$ cat config.mk
export PLATFORM = sky130hd
export DESIGN_NAME = serial_comparator
export DESIGN_NICKNAME = d
export VERILOG_FILES = /design/src/rtl/serial_comparator_pkg.sv /design/src/rtl/cmp2_cell.sv /design/src/rtl/serial_comparator.sv
export SDC_FILE = /design/constraint.sdc
export NUM_CORES = 1
export LEC_CHECK = 0
export CAP_MARGIN = 40
export CORE_MARGIN = 1.5
export CORE_UTILIZATION = 50
export CTS_BUF_LIST = sky130_fd_sc_hd__clkbuf_4 sky130_fd_sc_hd__clkbuf_8
export CTS_CLUSTER_SIZE = 16
export DETAILED_ROUTE_END_ITERATION = 8
export GPL_TIMING_DRIVEN = 0
export PLACE_DENSITY = 0.91
export RECOVER_POWER = 25
export SYNTH_ARGS = -nofsm -noshare
export SYNTH_HDL_FRONTEND = slang
export SYNTH_SLANG_ARGS = --single-unit
$ cat constraint.sdc
create_clock -name clk -period 1.8 [get_ports clk]
set_input_delay 0.27 -clock clk [delete_from_list [all_inputs] [get_ports clk]]
set_output_delay 0.27 -clock clk [all_outputs]
set_load 0.01 [all_outputs]
$ cat src/rtl/serial_comparator_pkg.sv
// Shared types and elaboration helpers for the serial magnitude comparator.
package serial_comparator_pkg;

    typedef enum logic [1:0] {
        IDLE = 2'd0,
        RUN  = 2'd1,
        DONE = 2'd2
    } state_t;

    // Pair counter width: enough to hold WIDTH/2-1, never narrower than one bit.
    function automatic int cnt_width(input int width);
        int w;
        w = $clog2(width / 2);
        return (w < 1) ? 1 : w;
    endfunction

    // Operands are consumed two bits at a time, so the width must be even and non-trivial.
    function automatic bit width_ok(input int width);
        return (width >= 2) && ((width % 2) == 0);
    endfunction

endpackage

$ cat src/rtl/cmp2_cell.sv
// Combinational 2-bit unsigned compare: gt = x > y, eq = x == y.
module cmp2_cell (
    input  logic [1:0] x,
    input  logic [1:0] y,
    output logic       gt,
    output logic       eq
);

    // Magnitude and equality of one bit pair.
    always_comb begin
        gt = (x > y);
        eq = (x == y);
    end

endmodule

$ cat src/rtl/serial_comparator.sv
// Serial magnitude comparator: walks two WIDTH-bit operands MSB-first,
// one bit pair per clock, and reports M = a > b and I = a == b.
// Optional build macro SERIAL_COMPARATOR_EARLY_EXIT_EN finishes as soon as
// the first differing pair is seen; results are identical either way.
//
// Handshake: start is sampled only in IDLE; the accepting edge latches a/b.
// busy is high while in RUN, done pulses for exactly one cycle in DONE, and
// M/I update only on entry to DONE and hold until the next completed compare.
module serial_comparator
    import serial_comparator_pkg::*;
#(
    parameter int WIDTH = 8
) (
    input  logic             clk,
    input  logic             reset_n,
    input  logic             start,
    input  logic [WIDTH-1:0] a,
    input  logic [WIDTH-1:0] b,
    output logic             busy,
    output logic             done,
    output logic             M,
    output logic             I,
    output logic [1:0]       state_dbg
);

    localparam int CW = cnt_width(WIDTH);
    localparam logic [CW-1:0] CNT_INIT = CW'(WIDTH / 2 - 1);

    generate
        if (!width_ok(WIDTH)) begin : g_width_check
            $error("serial_comparator: WIDTH must be even and >= 2");
        end
    endgenerate

    state_t           state;
    state_t           state_n;
    logic [WIDTH-1:0] sa;
    logic [WIDTH-1:0] sb;
    logic [CW-1:0]    cnt;
    logic             rm;
    logic             ri;
    logic             cm;
    logic             ci;
    logic             rm_next;
    logic             ri_next;
    logic             early_hit;
    logic             load;
    logic             step;
    logic             finish;

    cmp2_cell u_cell (
        .x  (sa[WIDTH-1:WIDTH-2]),
        .y  (sb[WIDTH-1:WIDTH-2]),
        .gt (cm),
        .eq (ci)
    );

    // Once a pair differs the verdict is frozen; lower pairs no longer matter.
    assign rm_next = ri ? cm : rm;
    assign ri_next = ri ? ci : ri;

`ifdef SERIAL_COMPARATOR_EARLY_EXIT_EN
    assign early_hit = ri & ~ci;
`else
    assign early_hit = 1'b0;
`endif

    assign busy      = (state == RUN);
    assign done      = (state == DONE);
    assign state_dbg = state;

    // State register.
    always_ff @(posedge clk or negedge reset_n) begin
        if (!reset_n) begin
            state <= IDLE;
        end else begin
            state <= state_n;
        end
    end

    // Next-state and datapath control decode.
    always_comb begin
        state_n = state;
        load    = 1'b0;
        step    = 1'b0;
        finish  = 1'b0;
        case (state)
            IDLE: begin
                if (start) begin
                    load    = 1'b1;
                    state_n = RUN;
                end
            end
            RUN: begin
                step = 1'b1;
                if ((cnt == '0) || early_hit) begin
                    finish  = 1'b1;
                    state_n = DONE;
                end
            end
            DONE: begin
                state_n = IDLE;
            end
            default: begin
                state_n = IDLE;
            end
        endcase
    end

    // Operand shifters, running flags, pair counter and held result.
    always_ff @(posedge clk or negedge reset_n) begin
        if (!reset_n) begin
            sa  <= '0;
            sb  <= '0;
            cnt <= '0;
            rm  <= 1'b0;
            ri  <= 1'b1;
            M   <= 1'b0;
            I   <= 1'b0;
        end else if (load) begin
            sa  <= a;
            sb  <= b;
            cnt <= CNT_INIT;
            rm  <= 1'b0;
            ri  <= 1'b1;
        end else if (step) begin
            sa  <= sa << 2;
            sb  <= sb << 2;
            cnt <= cnt - CW'(1);
            rm  <= rm_next;
            ri  <= ri_next;
            if (finish) begin
                M <= rm_next;
                I <= ri_next;
            end
        end
    end

endmodule

==> metrics.csv, run 1 <==
metric,value,unit
worst_slack,66.21,ps
rows,17,
rsz0062_at_grt,no,
cp-end-kind,output port,
post-route-util,68.10,%
post_dp_cell_area,0.001451,mm^2
yosys_most_used_dff,dfrtp_1,
initial_core_util,52.49,%
status,"finished, final reports clean",
worst_pin_slew,808.6,ps
core_area,0.002212,mm^2
ff2ff_setup_slack,420,ps
cts_tree,done,
dr.pass1.iters,5,
slew_viol_final,0,
final_cells,170,
yosysTopAreaCell,dfrtp_1,
ios,25,
clk_pin_slew,140,ps
h-tree-depth,1,
gp_congestion,0.8031,
setup_viol,0,
post_cts_buffers,0,
cap_viol_max_count,0,
place_inst,166,
syn-cell-area,0.001161,mm^2
grt_pass1_wl,4.547,mm
worstPathRequired,1530,ps
ant_nets,0,
clock-sinks,24,
reg2reg_depth,4,
wl_per_cell,16.32,um
area_delta_synth_final,29.74,%
vias,987,
cp-start-kind,flop,
place_ws,-56.95,ps
hold_viol_final,0,
vdd_drop_max,1411,uV
finalCriticalPeriod,1734,ps
die_h,51.19,um
grt_overflow,0,
track_usage,23.31,%
ys_ff_latch,24,
synth_edf_count,0,
via_per_inst,5.806,
die_x,51.19,um
finalInstanceArea,0.001506,mm^2
synthDistinctLibCells,27,
hpwl,1.912,mm
drc_errors,0,
antenna_found_initial,0,
syn_nets,135,
worstReg2RegStart,sa[7]$_DFFE_PN0P_,
insertion_delay,320,ps
dieArea,0.002620,mm^2
io_buffers,24,
fin_crit_sh,96.32,%
first_global_vias,1042,
total_power,0.002413,W
drive_gt1_share,12.68,%
yosys_warnings,0,
nNetsFinal,165,
routed_wl,2.775,mm
critical_path_class,flop to output port,
fin_worst_skew,6.296,ps
diodes,0,
worstReg2RegEnd,rm$_DFFE_PN0P_,
max_freq,576.8,MHz
p_leak,0.6853,nW
drtIter0Drc,32,
max_slew_margin,46.09,%
clockBufferDepth,2,
synth.area.top_cells,"dfrtp_1 (50%), a22oi_1 (8.4%), o21ai_0 (5.6%)",
grt_max_degree,16,
cts_buffers,3,
ys_seq_area_share,51.83,%
crit_arrival,1460,ps
hold_path_class,primary input to asynchronous set/reset pin,
syn_area_per_cell,10.28,um^2
async_reset_ff_share,100.0,%
synth_top_area_share,49.57,%
worstPathMaxFanout,10,
synthesis.instances,113,
p_per_area,1601,mW/mm^2
cts_root_buf,clkbuf_4,
-- metal layers --
layer	vias to the layer above	global-route usage [%]	share of wire, %
met5	-	0	0
met4	0	10.36	1.5
met3	6	2.632	6.1
met2	42	41.56	51
met1	480	28.16	42
li1	459	-	-
-- synthesized netlist by cell type, types with 2 or more instances --
cell type and instances:
buf_2 2, and2b_1 8, a21oi_1 10, a22o_1 4, a22oi_1 13, inv_1 7
o21ai_0 13, clkbuf_1 2, nor2_1 3, nor2b_1 2, nand2_1 9, dfrtp_1 23
ha_1 3
-- critical path, cell delays in order (launching register included) --
cell             delay [ps]
dfrtp_1                 400
buf_4                   190
nand2b_4                180
inv_4                   120
clkdlybuf4s15_1         250
-- flip-flops by register name (all words and copies together) (netlist names) --
| name | count |
|---|---|
| I | 1 |
| M | 1 |
| cnt | 2 |
| ri | 1 |
| rm | 1 |
| sa | 8 |
| sb | 8 |
| state_dbg | 2 |
-- placed cells by master, fill, tap and decap left out --
master / count
clkbuf_8: 1
inv_1: 7
and2_4: 1
clkbuf_1: 1
nor2_2: 1
inv_4: 1
clkdlybuf4s15_1: 1
buf_4: 2
a21oi_1: 10
mux2_2: 1
o211ai_1: 1
o21ai_0: 13
bufinv_16: 1
clkbuf_2: 1
o21bai_1: 1
a31oi_1: 1
nor2_1: 3
buf_6: 1
nand2b_4: 1
nor2b_1: 2
dfstp_2: 1
dfrtp_1: 23
nor2b_4: 1
clkdlybuf4s50_1: 21
a22oi_1: 13
clkbuf_4: 4
nand2_1: 9
dlygate4sd3_1: 1
and2b_1: 8
o22ai_1: 1
o221ai_1: 1
a22o_1: 4
buf_2: 1
ha_1: 3
-- through the flow --
step	hold WS, ps	TNS [ps]
after global routing	341.6	0
final	321.8	0
after floorplan	-25.59	0
after CTS	283.4	0
after global placement	464.1	-32.84
after detailed placement	473.2	-56.95
-- worst max path at each step --
stage                                   from  slack, ps    to  cells past startpoint
finish              state_dbg[1]$_DFFE_PN0P_         70  busy                      4
global route        state_dbg[1]$_DFFE_PN0P_         20  busy                      4
CTS                 state_dbg[1]$_DFFE_PN0P_         40  busy                      4
detailed placement  state_dbg[1]$_DFFE_PN0P_        -60  done                      4
global placement    state_dbg[1]$_DFFE_PN0P_        -30  done                      4
floorplan           state_dbg[1]$_DFFE_PN0P_        500  done                      3
-- logic make-up (layout without fill, tap and decap cells) --
family                     Yosys count  in the layout  share of synthesized area [%]
buffers and inverters               14             43                          5.712
adders and majority gates            3              3                          3.233
AOI/OAI and AO/OA                   45             45                          24.46
and+or+nand+nor                     26             26                          13.79
muxes                                1              1                         0.9698
DFF                                 24             24                          51.83
-- report_power, final --
part | total (W) | switching (W) | leakage, nW | internal, W
clock | 0.000393 | 0.000168 | 0.0279 | 0.000225
combinational | 0.00111 | 0.000602 | 0.354 | 0.000507
sequential | 0.000911 | 0.000143 | 0.304 | 0.000769
-- timing repair --
item,CTS,global route
endpoints found under the setup margin,2,2
gates resized for setup,8,5
hold buffers,0,0
-- cell type report --
| type | instances | area, um^2 |
|---|---|---|
| well taps | 28 | 35.03 |
| fillers | 176 | 705.7 |
| repair buffers | 25 | 239.0 |
| flip-flops and latches | 24 | 601.8 |
| clock buffers | 3 | 22.52 |
| multi-input cells | 75 | 493.0 |
| inverters | 8 | 32.53 |
| plain buffers | 6 | 52.55 |
| clock inverters | 1 | 30.03 |
Note: power is estimated with default switching activity, not from simulation.
==> run 2: changes to the inputs <==
GPL_ROUTABILITY_DRIVEN = 0   (was default)
==> results of run 2 <==
Final layout, timing and power as in run 1 (identical DEF).
